<file path="src/rtl/vga_pkg.sv">
// Shared video/text definitions: character codes, typewriter state encoding
// and the default last character position of a text page.
package vga_pkg;

  localparam logic [6:0] SPACE = 7'h20;

  localparam logic [7:0] TXT_LAST_XY = 8'h7F;

  typedef enum logic [1:0] {
    IDLE      = 2'd0,
    TYPING    = 2'd1,
    WAIT_NEXT = 2'd2,
    DONE      = 2'd3
  } txt_state_t;

endpackage

</file>
<file path="src/rtl/game_txt_reveal_mask.sv">
// Reveal mask: delays char_xy to line up with the page ROM output, compares it
// against the reveal limit and registers either the ROM code or SPACE.
module game_txt_reveal_mask
  import vga_pkg::*;
(
  input  logic       clk,
  input  logic       rst,
  input  logic [7:0] char_xy,
  input  logic [6:0] rom_char_code,
  input  logic [8:0] limit,
  output logic [6:0] char_code
);

  logic [7:0] xy_p0;
  logic       revealed;

  // Stage 0: match the one-cycle latency of the page ROM
  always_ff @(posedge clk) begin
    xy_p0 <= char_xy;
  end

  assign revealed = ({1'b0, xy_p0} < limit);

  // Stage 1: masked output register
  always_ff @(posedge clk) begin
    if (rst) begin
      char_code <= 7'd0;
    end else begin
      char_code <= revealed ? rom_char_code : SPACE;
    end
  end

endmodule

</file>
<file path="src/rtl/game_txt_typewriter.sv">
// Text-box typewriter: walks the page ROMs and reveals one position per
// TICKS_PER_CHAR frames. Define GAME_TXT_SKIP_EN to let next_req finish a page early.
module game_txt_typewriter
  import vga_pkg::*;
#(
  parameter int         PAGES          = 4,
  parameter int         TICKS_PER_CHAR = 2,
  parameter logic [7:0] LAST_XY        = TXT_LAST_XY
)(
  input  logic       clk,
  input  logic       rst,
  input  logic       start,
  input  logic       next_req,
  input  logic       frame_tick,
  input  logic [7:0] char_xy,
  input  logic [6:0] rom_char_code,
  output logic [((PAGES > 1) ? $clog2(PAGES) : 1)-1:0] page_sel,
  output logic [6:0] char_code,
  output logic       typing,
  output logic       page_done,
  output logic       all_done
);

  localparam int         PW         = (PAGES > 1) ? $clog2(PAGES) : 1;
  localparam logic [8:0] REVEAL_TOP = {1'b0, LAST_XY} + 9'd1;
  localparam logic [7:0] TICK_LAST  = 8'(TICKS_PER_CHAR - 1);
  localparam logic [PW-1:0] PAGE_LAST = PW'(PAGES - 1);

  txt_state_t    state, state_nxt;
  logic [8:0]    reveal_cnt, reveal_nxt;
  logic [7:0]    tick_cnt, tick_nxt;
  logic [PW-1:0] page_nxt;
  logic [8:0]    mask_limit;
  logic          skip_hit;

  function automatic logic [8:0] sat_inc(input logic [8:0] v);
    return (v >= REVEAL_TOP) ? REVEAL_TOP : v + 9'd1;
  endfunction

`ifdef GAME_TXT_SKIP_EN
  assign skip_hit = next_req;
`else
  assign skip_hit = 1'b0;
`endif

  always_comb begin
    state_nxt  = state;
    reveal_nxt = reveal_cnt;
    tick_nxt   = tick_cnt;
    page_nxt   = page_sel;
    if (start) begin
      state_nxt  = TYPING;
      reveal_nxt = 9'd0;
      tick_nxt   = 8'd0;
      page_nxt   = '0;
    end else begin
      case (state)
        TYPING: begin
          if (skip_hit) begin
            reveal_nxt = REVEAL_TOP;
            state_nxt  = WAIT_NEXT;
          end else if (reveal_cnt >= REVEAL_TOP) begin
            state_nxt = WAIT_NEXT;
          end else if (frame_tick) begin
            if (tick_cnt == TICK_LAST) begin
              tick_nxt   = 8'd0;
              reveal_nxt = sat_inc(reveal_cnt);
              // Leave TYPING on the same edge the last position is revealed
              if (sat_inc(reveal_cnt) == REVEAL_TOP) state_nxt = WAIT_NEXT;
            end else begin
              tick_nxt = tick_cnt + 8'd1;
            end
          end
        end
        WAIT_NEXT: begin
          if (next_req) begin
            if (page_sel == PAGE_LAST) begin
              state_nxt = DONE;
            end else begin
              state_nxt  = TYPING;
              page_nxt   = page_sel + 1'b1;
              reveal_nxt = 9'd0;
              tick_nxt   = 8'd0;
            end
          end
        end
        default: ;
      endcase
    end
  end

  // Stage 0: state, counters and flags registered from the next state
  always_ff @(posedge clk) begin
    if (rst) begin
      state      <= IDLE;
      reveal_cnt <= 9'd0;
      tick_cnt   <= 8'd0;
      page_sel   <= '0;
      typing     <= 1'b0;
      page_done  <= 1'b0;
      all_done   <= 1'b0;
    end else begin
      state      <= state_nxt;
      reveal_cnt <= reveal_nxt;
      tick_cnt   <= tick_nxt;
      page_sel   <= page_nxt;
      typing     <= (state_nxt == TYPING);
      page_done  <= (state_nxt == WAIT_NEXT);
      all_done   <= (state_nxt == DONE);
    end
  end

  // IDLE and DONE blank the whole box; WAIT_NEXT already holds REVEAL_TOP
  assign mask_limit = ((state == TYPING) || (state == WAIT_NEXT)) ? reveal_cnt : 9'd0;

  game_txt_reveal_mask u_mask (
    .clk           (clk),
    .rst           (rst),
    .char_xy       (char_xy),
    .rom_char_code (rom_char_code),
    .limit         (mask_limit),
    .char_code     (char_code)
  );

endmodule

</file>
<file path="config.mk">
export PLATFORM = sky130hd
export DESIGN_NAME = game_txt_typewriter
export DESIGN_NICKNAME = d
export VERILOG_FILES = /design/src/rtl/vga_pkg.sv /design/src/rtl/game_txt_reveal_mask.sv /design/src/rtl/game_txt_typewriter.sv
export SDC_FILE = /design/constraint.sdc
export NUM_CORES = 1
export LEC_CHECK = 0
export CAP_MARGIN = 25
export CORE_MARGIN = 10
export CORE_UTILIZATION = 55
export CTS_CLUSTER_DIAMETER = 80
export DETAILED_ROUTE_END_ITERATION = 8
export PLACE_DENSITY_LB_ADDON = 0.15
export SYNTH_ARGS = -nofsm -noshare
export SYNTH_HDL_FRONTEND = slang
export SYNTH_HIERARCHICAL = 1
export SYNTH_SLANG_ARGS = --single-unit
</file>
<file path="constraint.sdc">
create_clock -name clk -period 3.6 [get_ports clk]
set_input_delay 0.72 -clock clk [delete_from_list [all_inputs] [get_ports clk]]
set_output_delay 0.72 -clock clk [all_outputs]
set_load 0.005 [all_outputs]
</file>
# Word level (Yosys, flattened, before mapping)
# Index checks and enable logic that the tools add are counted.
# W data, S select, Z words.
[totals]
ff_bits = 39
in_bits = 20
out_inout_bits = 12
word_cells = 60
[classes]
n_addsub = 3
magnitude_cmp = 2
eq_ne = 13
mux = 23
n_bitwise = 2
reduce_logical = 7
[op_table]
columns = ["op", "n"]
rows = [
  ["$mux W9", 7],
  ["$mux W8", 5],
  ["$pmux W9 S2", 1],
  ["$pmux W8 S2", 1],
  ["$mux W2", 7],
  ["$ne A2 B2 Y1 const B", 5],
  ["$add A9 B1 Y9 const B", 1],
  ["$eq A9 B8 Y1 const B", 1],
  ["$ge A9 B8 Y1 const B", 1],
  ["$lt A8 B9 Y1", 1],
  ["$add A8 B1 Y8 const B", 1],
  ["$eq A2 B2 Y1 const B", 4],
  ["$eq A8 B1 Y1 const B", 1],
  ["$mux W6", 1],
  ["$reduce_and A6 Y1", 1],
  ["$reduce_and A5 Y1", 1],
  ["$eq A2 B1 Y1 const B", 2],
  ["$pmux W2 S2", 1],
  ["$reduce_or A2 Y1", 2],
  ["$reduce_and A3 Y1", 1],
  ["$add A2 B1 Y2 const B", 1],
  ["$not A1 Y1", 2],
  ["$reduce_bool A2 Y1", 1],
  ["$logic_or A1 B1 Y1", 1],
]

# Longest topological paths before layout
# Gate-level depths: netlist of run 1.
[depth]
word_depth = 10
depth_mapped = 10
mapped_depth_nobuf = 9

# Cells and area by module
# Netlist of run 1, hierarchy kept.
[by_module_without_submodules]
columns = ["mod", "instances", "cells_each", "area_per_inst_um2", "seq_area_each_um2"]
rows = [
  ["game_txt_typewriter", 1, 182, 1475.2, 480.5],
  ["game_txt_reveal_mask", 1, 49, 550.5, 300.3],
]

# Least setup slack after synthesis of run 1
# No wires, ideal clock.
[synth_timing]
path_type = "input-to-reg"
startpoint = "input port frame_tick"
endpoint = "register reveal_cnt[2]"
setup_ns = 0.071
arrival_time_ns = 2.175
required_ns = 3.529
setup_slack_ns = 1.354
path_stages = 5
path_buffers = 0
cell_sequence = "or3b_4 -> a22o_4 -> a21o_4 -> or4b_1 -> a21oi_1"
[synth_between]
elab_chain_len = 2
[synth_rtl]
columns = ["item", "line_no", "rtl"]
rows = [
  ["start: declaration", "game_txt_typewriter.sv:14", "input logic frame_tick,"],
  ["$ne A2 B2 Y1 (no line)", "--", ""],
  ["$reduce_and A6 Y1 (no line)", "--", ""],
  ["end signal: assignment", "game_txt_typewriter.sv:104", "reveal_cnt <= reveal_nxt;"],
  ["end: declaration", "game_txt_typewriter.sv:30", "logic [8:0] reveal_cnt, reveal_nxt;"],
]
# No other way between the ends.
# A chain may end at the register's enable or synchronous reset.

# Worst setup path in the final report of run 1
# Ends and elaborated chain as after synthesis.

==> run summary, run 1 <==
FF-to-FF Start: state[1]
GPL Wtd Cong: 0.780
Ant. Diodes: 0
Slew HR: 61.8%
Yosys cell types: 49
hold buffers post-CTS: 0
H-tree depth: 2
clock latency at the later pin of the worst-skew pair: 0.30 ns
minimum clock period: 2.55 ns
Seq/Total Area, Yosys: 38.5%
Cell Rows: 21
CP Max Fanout: 17
worst IR drop on VDD: 0.252 mV
estimated wirelength of the detail-placed design: 3.22 mm
crit share post-route: 70.8%
RSZ-0062 raised after global routing: no
CP Data Required Time: 3.83 ns
Die Wd: 80.7 um
Pwr Density: 379 mW/mm2
outcome: finished clean
setup TNS: 0 ns
Avg Inst Size Synth: 8.77 um2
Worst Hold Class: register to register
Post-synth top flop: dfxtp_1
vias in the first global route: 1,666
Crit Path Class: input pin to register
Post-synth EDFFs: 0
synth-to-layout area growth: 21.7%
Post-DRT Antenna Nets: 0
die area: 0.00651 mm2
Yosys reg bits: 39
routed length on met3: 357 um
TritonCTS Buffers: 5
Hold Slack: 0.546 ns
Max Buffers Root-to-Sink: 2
vias per cell: 5.66
hold path start: page_sel[1]
syn nets: 265
DR WL/cell: 15.1 um
Synth Instances: 231
Highest Signal Layer: met4
Final Max Slew Viols: 0
largest net degree at the start of global routing: 19
final number of setup-violating endpoints: 0
max-cap violations: 0
clock-pin slew on the worst setup and hold paths: 0.08 ns
DR iter-0 viols: 98
f_max: 392 MHz
met2 routed wirelength: 2.12 mm
final hold violations: 0
Ports: 32
Hold Crit Depth: 2
Post-CTS Resized: 0
placed cells: 296
DRT met1 WL: 2.05 mm
Post-layout nets: 291
Finished Layout Cells: 304
postcts setup bufs: 0
Num Clock Sinks: 39
Final WS setup: 1.05 ns
Leak: 0.000907 uW
Worst Max-Slew Pin Slew: 0.572 ns
yosys warns: 6
R2R setup slack: 1.07 ns
Worst setup SP type: input pin
clock skew after layout: 0.00825 ns
Min-Delay Endpoint: page_sel[1]
Die Y: 80.7 um
commonest non-fill, non-tap cells in the layout: dfxtp_1 (39), clkdlybuf4s50_1 (31), nor2_1 (23)
r2r endpoint: reveal_cnt[2]
reg2reg path depth: 6
share of cells above drive strength 1: 8.14%
antenna violations before repair: 0
first-pass GRT wire length: 7.75 mm
core area: 0.00344 mm2
initial core utilization: 58.9%
pre-CTS setup slack: 0.747 ns
routed via count: 1,720
Synth Cell Area: 0.00203 mm2
commonest non-fill, non-tap cell in the layout: dfxtp_1
Worst Setup End Kind: register
CTS tree: yes
drt pass-1 iters: 4
Total Wirelength: 4.60 mm
Root Driver: clkbuf_8
async set or reset register ratio after synthesis: 0%
Congestion Overflow GR: 0
Buffers on Ports: 31
CP Data Arrival Time: 2.78 ns
drt drc: 0
GRT Total Usage: 14.9%
[area by class of cell]
class                           instances  area (um2)
Clock inverter                          2        35.0
Fill cell                             265         977
Multi-Input combinational cell        164        1140
Sequential cell                        39         781
Timing Repair Buffer                   31         310
Tap cell                               46        57.6
Clock buffer                            6        82.6
Inverter                               16        60.1
[cells in the mapped netlist, types with 2 or more instances]
cell / number / area share (%)
dfxtp_1: 39 / 39
nor2_1: 23 / 4.3
inv_1: 16 / 3.0
a21oi_1: 14 / 3.5
ha_1: 14 / 8.6
clkbuf_1: 11 / 2.0
nand2_1: 11 / 2.0
nor2b_1: 10 / 3.1
nor3_1: 8 / 2.0
o21ai_0: 7 / 1.7
and3b_1: 6 / 2.6
nand3_1: 6 / 1.5
nand4_1: 5 / 1.5
xor2_1: 5 / 2.2
or4_1: 4 / 1.5
a211oi_1: 3 / 1.1
and3_1: 3 / 0.93
mux2_2: 3 / 1.7
nor4_1: 3 / 0.93
xnor2_1: 3 / 1.3
a31oi_1: 2 / 0.62
mux2i_1: 2 / 0.99
nand3b_1: 2 / 0.74
nand4b_1: 2 / 0.86
or2_2: 2 / 0.62
or2b_1: 2 / 0.74
or3_1: 2 / 0.62
or4b_1: 2 / 0.99
[kinds of logic (layout without fill, tap and decap cells)]
logic type	after synthesis	count (layout)	share of synthesized area (%)
multiplexers	5	5	2.66
flip-flops	39	39	38.5
XOR/XNOR	8	8	3.46
buffers and inverters	28	55	5.25
AO/OA/AOI/OAI	41	41	14.1
AND/OR/NAND/NOR	96	96	27.3
adder cells (fa/ha/maj)	14	14	8.65
[how the worst max path moves through the flow]
stage / from / end / slack, ns / cells past startpoint
2_1_floorplan: frame_tick / reveal_cnt[2] / 1.35 / 5
3_3_place_gp: frame_tick / reveal_cnt[2] / 0.78 / 6
3_5_place_dp: frame_tick / reveal_cnt[2] / 0.75 / 6
4_1_cts: frame_tick / reveal_cnt[2] / 1.06 / 6
5_1_grt: state[1] / reveal_cnt[2] / 0.89 / 6
6_report: frame_tick / reveal_cnt[2] / 1.05 / 6
[stage by stage]
step / power, uW / utilization (%) / instance area (um2)
final: 935 / 71.6 / 2460
after floorplan: 516 / - / 2030
after global placement: 560 / 68.2 / 2350
after CTS: 938 / 71.6 / 2460
after global routing: 965 / 71.6 / 2460
after detailed placement: 562 / 68.2 / 2350
[per-layer routing]
metal	vias to the layer above	track usage, %
li1	864	-
met1	796	17.2
met2	51	24.4
met3	9	4.23
met4	0	7.61
met5	-	0
[where the power goes]
part | leakage, uW | total, uW | switching, uW | internal (uW)
logic | 0.000527 | 106 | 51.4 | 54.5
clock network | 0.0000612 | 380 | 156 | 224
registers | 0.000319 | 449 | 5.72 | 443
[worst max-delay path: stages]
cell,delay [ns]
clkdlybuf4s50_1,0.48
or3b_4,0.39
a22o_4,0.29
a21o_4,0.24
or4b_1,0.50
a21oi_1,0.15
[flip-flops by register name (all words and copies together), names as in the netlist, 2 cells and up]
register          count
state                 2
u_mask/char_code      7
tick_cnt              8
reveal_cnt            9
u_mask/xy_p0          8
page_sel              2
Note: power is estimated with default switching activity, not from simulation.
==> run 2, diff against run 1 <==
--- a/config.mk
+++ b/config.mk
@@ -7,7 +7,7 @@
 export LEC_CHECK = 0
 export CAP_MARGIN = 25
 export CORE_MARGIN = 10
-export CORE_UTILIZATION = 55
+export CORE_UTILIZATION = 53
 export CTS_CLUSTER_DIAMETER = 80
 export DETAILED_ROUTE_END_ITERATION = 8
 export PLACE_DENSITY_LB_ADDON = 0.15
==> constraint.sdc (replaced) <==
create_clock -name clk -period 2.5 [get_ports clk]
set_input_delay 0.5 -clock clk [delete_from_list [all_inputs] [get_ports clk]]
set_output_delay 0.5 -clock clk [all_outputs]
set_load 0.005 [all_outputs]
==> run 2 against run 1 <==
  * Clock-buffer cell count unchanged
  * First-iteration DRC count down 7.1%
  * Non-clock buffer count up 10
  * Clock skew about the same
  * Power up 40%
  * Sequential cell count unchanged
==> run summary, run 2 (synthesis gave the netlist of run 1 again) <==
first-pass GRT wire length: 6.97 mm
initial core utilization: 54.9%
crit-path cells: inv_1, ha_1, nor2b_1, inv_1, ha_1, a211oi_2, o32ai_1, a21oi_2, and3b_1
layout filler cell count: 323
Post-layout nets: 301
outcome: finished clean
Hold Crit Depth: 2
Worst Setup End Kind: register
FF-to-FF Start: state[0]
NetSw: 286 uW
Min-Delay Endpoint: tick_cnt[7]
max-cap violations: 0
setup TNS: 0 ns
Pwr Density: 516 mW/mm2
Worst Hold Class: register to register
reg2reg path depth: 9
clock skew after layout: 0.00852 ns
CP Data Required Time: 2.68 ns
Post-DRT Antenna Nets: 0
largest net degree at the start of global routing: 15
RSZ-0062 raised after global routing: no
Max Buffers Root-to-Sink: 2
die area: 0.00669 mm2
R2R setup slack: 0.24 ns
Die Y: 81.8 um
share of cells above drive strength 1: 10.9%
Ports: 32
H-tree depth: 2
commonest non-fill, non-tap cell in the layout: dfxtp_1
Buffers on Ports: 31
CP Data Arrival Time: 2.44 ns
vias per cell: 5.44
top flop regs: reveal_cnt (9), tick_cnt (8), u_mask/xy_p0 (8)
Root Driver: clkbuf_8
Crit Path Class: register to register
Leak: 0.000945 uW
vias in the first global route: 1,478
Total Wirelength: 4.29 mm
hold buffers post-CTS: 0
clock-pin slew on the worst setup and hold paths: 0.07 ns
TritonCTS Buffers: 5
worst IR drop on VDD: 0.428 mV
Num Clock Sinks: 39
internal power: 1020 uW
Post-CTS Resized: 0
minimum clock period: 2.26 ns
Die Wd: 81.8 um
DR iter-0 viols: 91
GPL Wtd Cong: 0.779
max reg flops: 9
Worst Max-Slew Pin Slew: 0.550 ns
Sw Ratio: 22.0%
final hold violations: 0
multi-input gate area in the final layout: 0.00114 mm2
slowest stage cell, crit path: ha_1
core area: 0.00369 mm2
routed via count: 1,713
CTS tree: yes
FF+latch area: 781 um2
estimated wirelength of the detail-placed design: 3.23 mm
hold path start: tick_cnt[7]
crit share post-route: 90.4%
r2r endpoint: u_mask/char_code[0]
Logic pwr share: 12.3%
drt pass-1 iters: 4
Cell Rows: 22
Final Max Slew Viols: 0
GRT Total Usage: 13.2%
final core utilization: 68.5%
antenna violations before repair: 0
DR WL/cell: 13.6 um
final number of setup-violating endpoints: 0
slowest stage delay, CP: 0.46 ns
Slew HR: 62.4%
Ant. Diodes: 0
commonest non-fill, non-tap cells in the layout: dfxtp_1 (39), clkdlybuf4s50_1 (31), nor2_1 (23)
Power Total: 1300 uW
Largest Register: reveal_cnt
CP Max Fanout: 14
Clk network pwr share: 38.2%
postcts setup bufs: 0
Worst setup SP type: register
Seq pwr share: 49.5%
drt drc: 0
clock latency at the later pin of the worst-skew pair: 0.29 ns
synth-to-layout area growth: 24.8%
Congestion Overflow GR: 0
f_max: 442 MHz
## run 2: stage by stage
stage,cell area [um2],instances,worst slack (ns),hold WS (ns)
floorplan,2030,231,0.273,0.486
global placement,2420,308,-0.0393,0.512
detailed placement,2420,308,-0.0713,0.525
CTS,2530,315,0.222,0.539
global route,2530,315,0.0473,0.589
finish,2530,315,0.239,0.541
## run 2: per-layer routing
metal,vias up,track usage [%],share of wire [%]
met5,-,0,0
met4,0,3.57,1.0
met3,7,5.90,8.5
met2,47,18.2,41
met1,774,18.0,49
li1,885,-,-
## run 2: how the worst max path moves through the flow
| stage | from | slack (ns) | endpoint | depth (start not counted) |
|---|---|---|---|---|
| floorplan | reveal_cnt[0] | 0.27 | page_done | 8 |
| global placement | frame_tick | -0.04 | reveal_cnt[2] | 6 |
| detailed placement | frame_tick | -0.07 | reveal_cnt[2] | 6 |
| CTS | state[0] | 0.22 | u_mask/char_code[0] | 9 |
| global route | state[0] | 0.05 | u_mask/char_code[1] | 9 |
| finish | state[0] | 0.24 | u_mask/char_code[0] | 9 |
## run 2: power groups by stage
| stage | registers [uW] | logic (uW) | clock network, uW |
|---|---|---|---|
| final | 646 | 161 | 498 |
| after detailed placement | 660 | 160 | 0 |
| after CTS | 646 | 162 | 504 |
| after global routing | 647 | 177 | 533 |
| after global placement | 660 | 157 | 0 |
| after floorplan | 659 | 84.0 | 0 |
## run 2: layout make-up
class	count	share of cell area, %
Clock inverter	1	1.19
Inverter	16	2.38
Multi-Input combinational cell	164	45.0
Timing Repair Buffer	41	15.2
Tap cell	48	2.38
Sequential cell	39	30.9
Clock buffer	6	2.87
## run 2: worst max-delay path, delay by kind of cell, from the launching register on
| family | cells | cell delay [ns] |
|---|---|---|
| adders and majority gates | 2 | 0.76 |
| AOI/OAI and AO/OA | 3 | 0.52 |
| DFF | 1 | 0.38 |
| and+or+nand+nor | 2 | 0.37 |
| buffers and inverters | 2 | 0.12 |
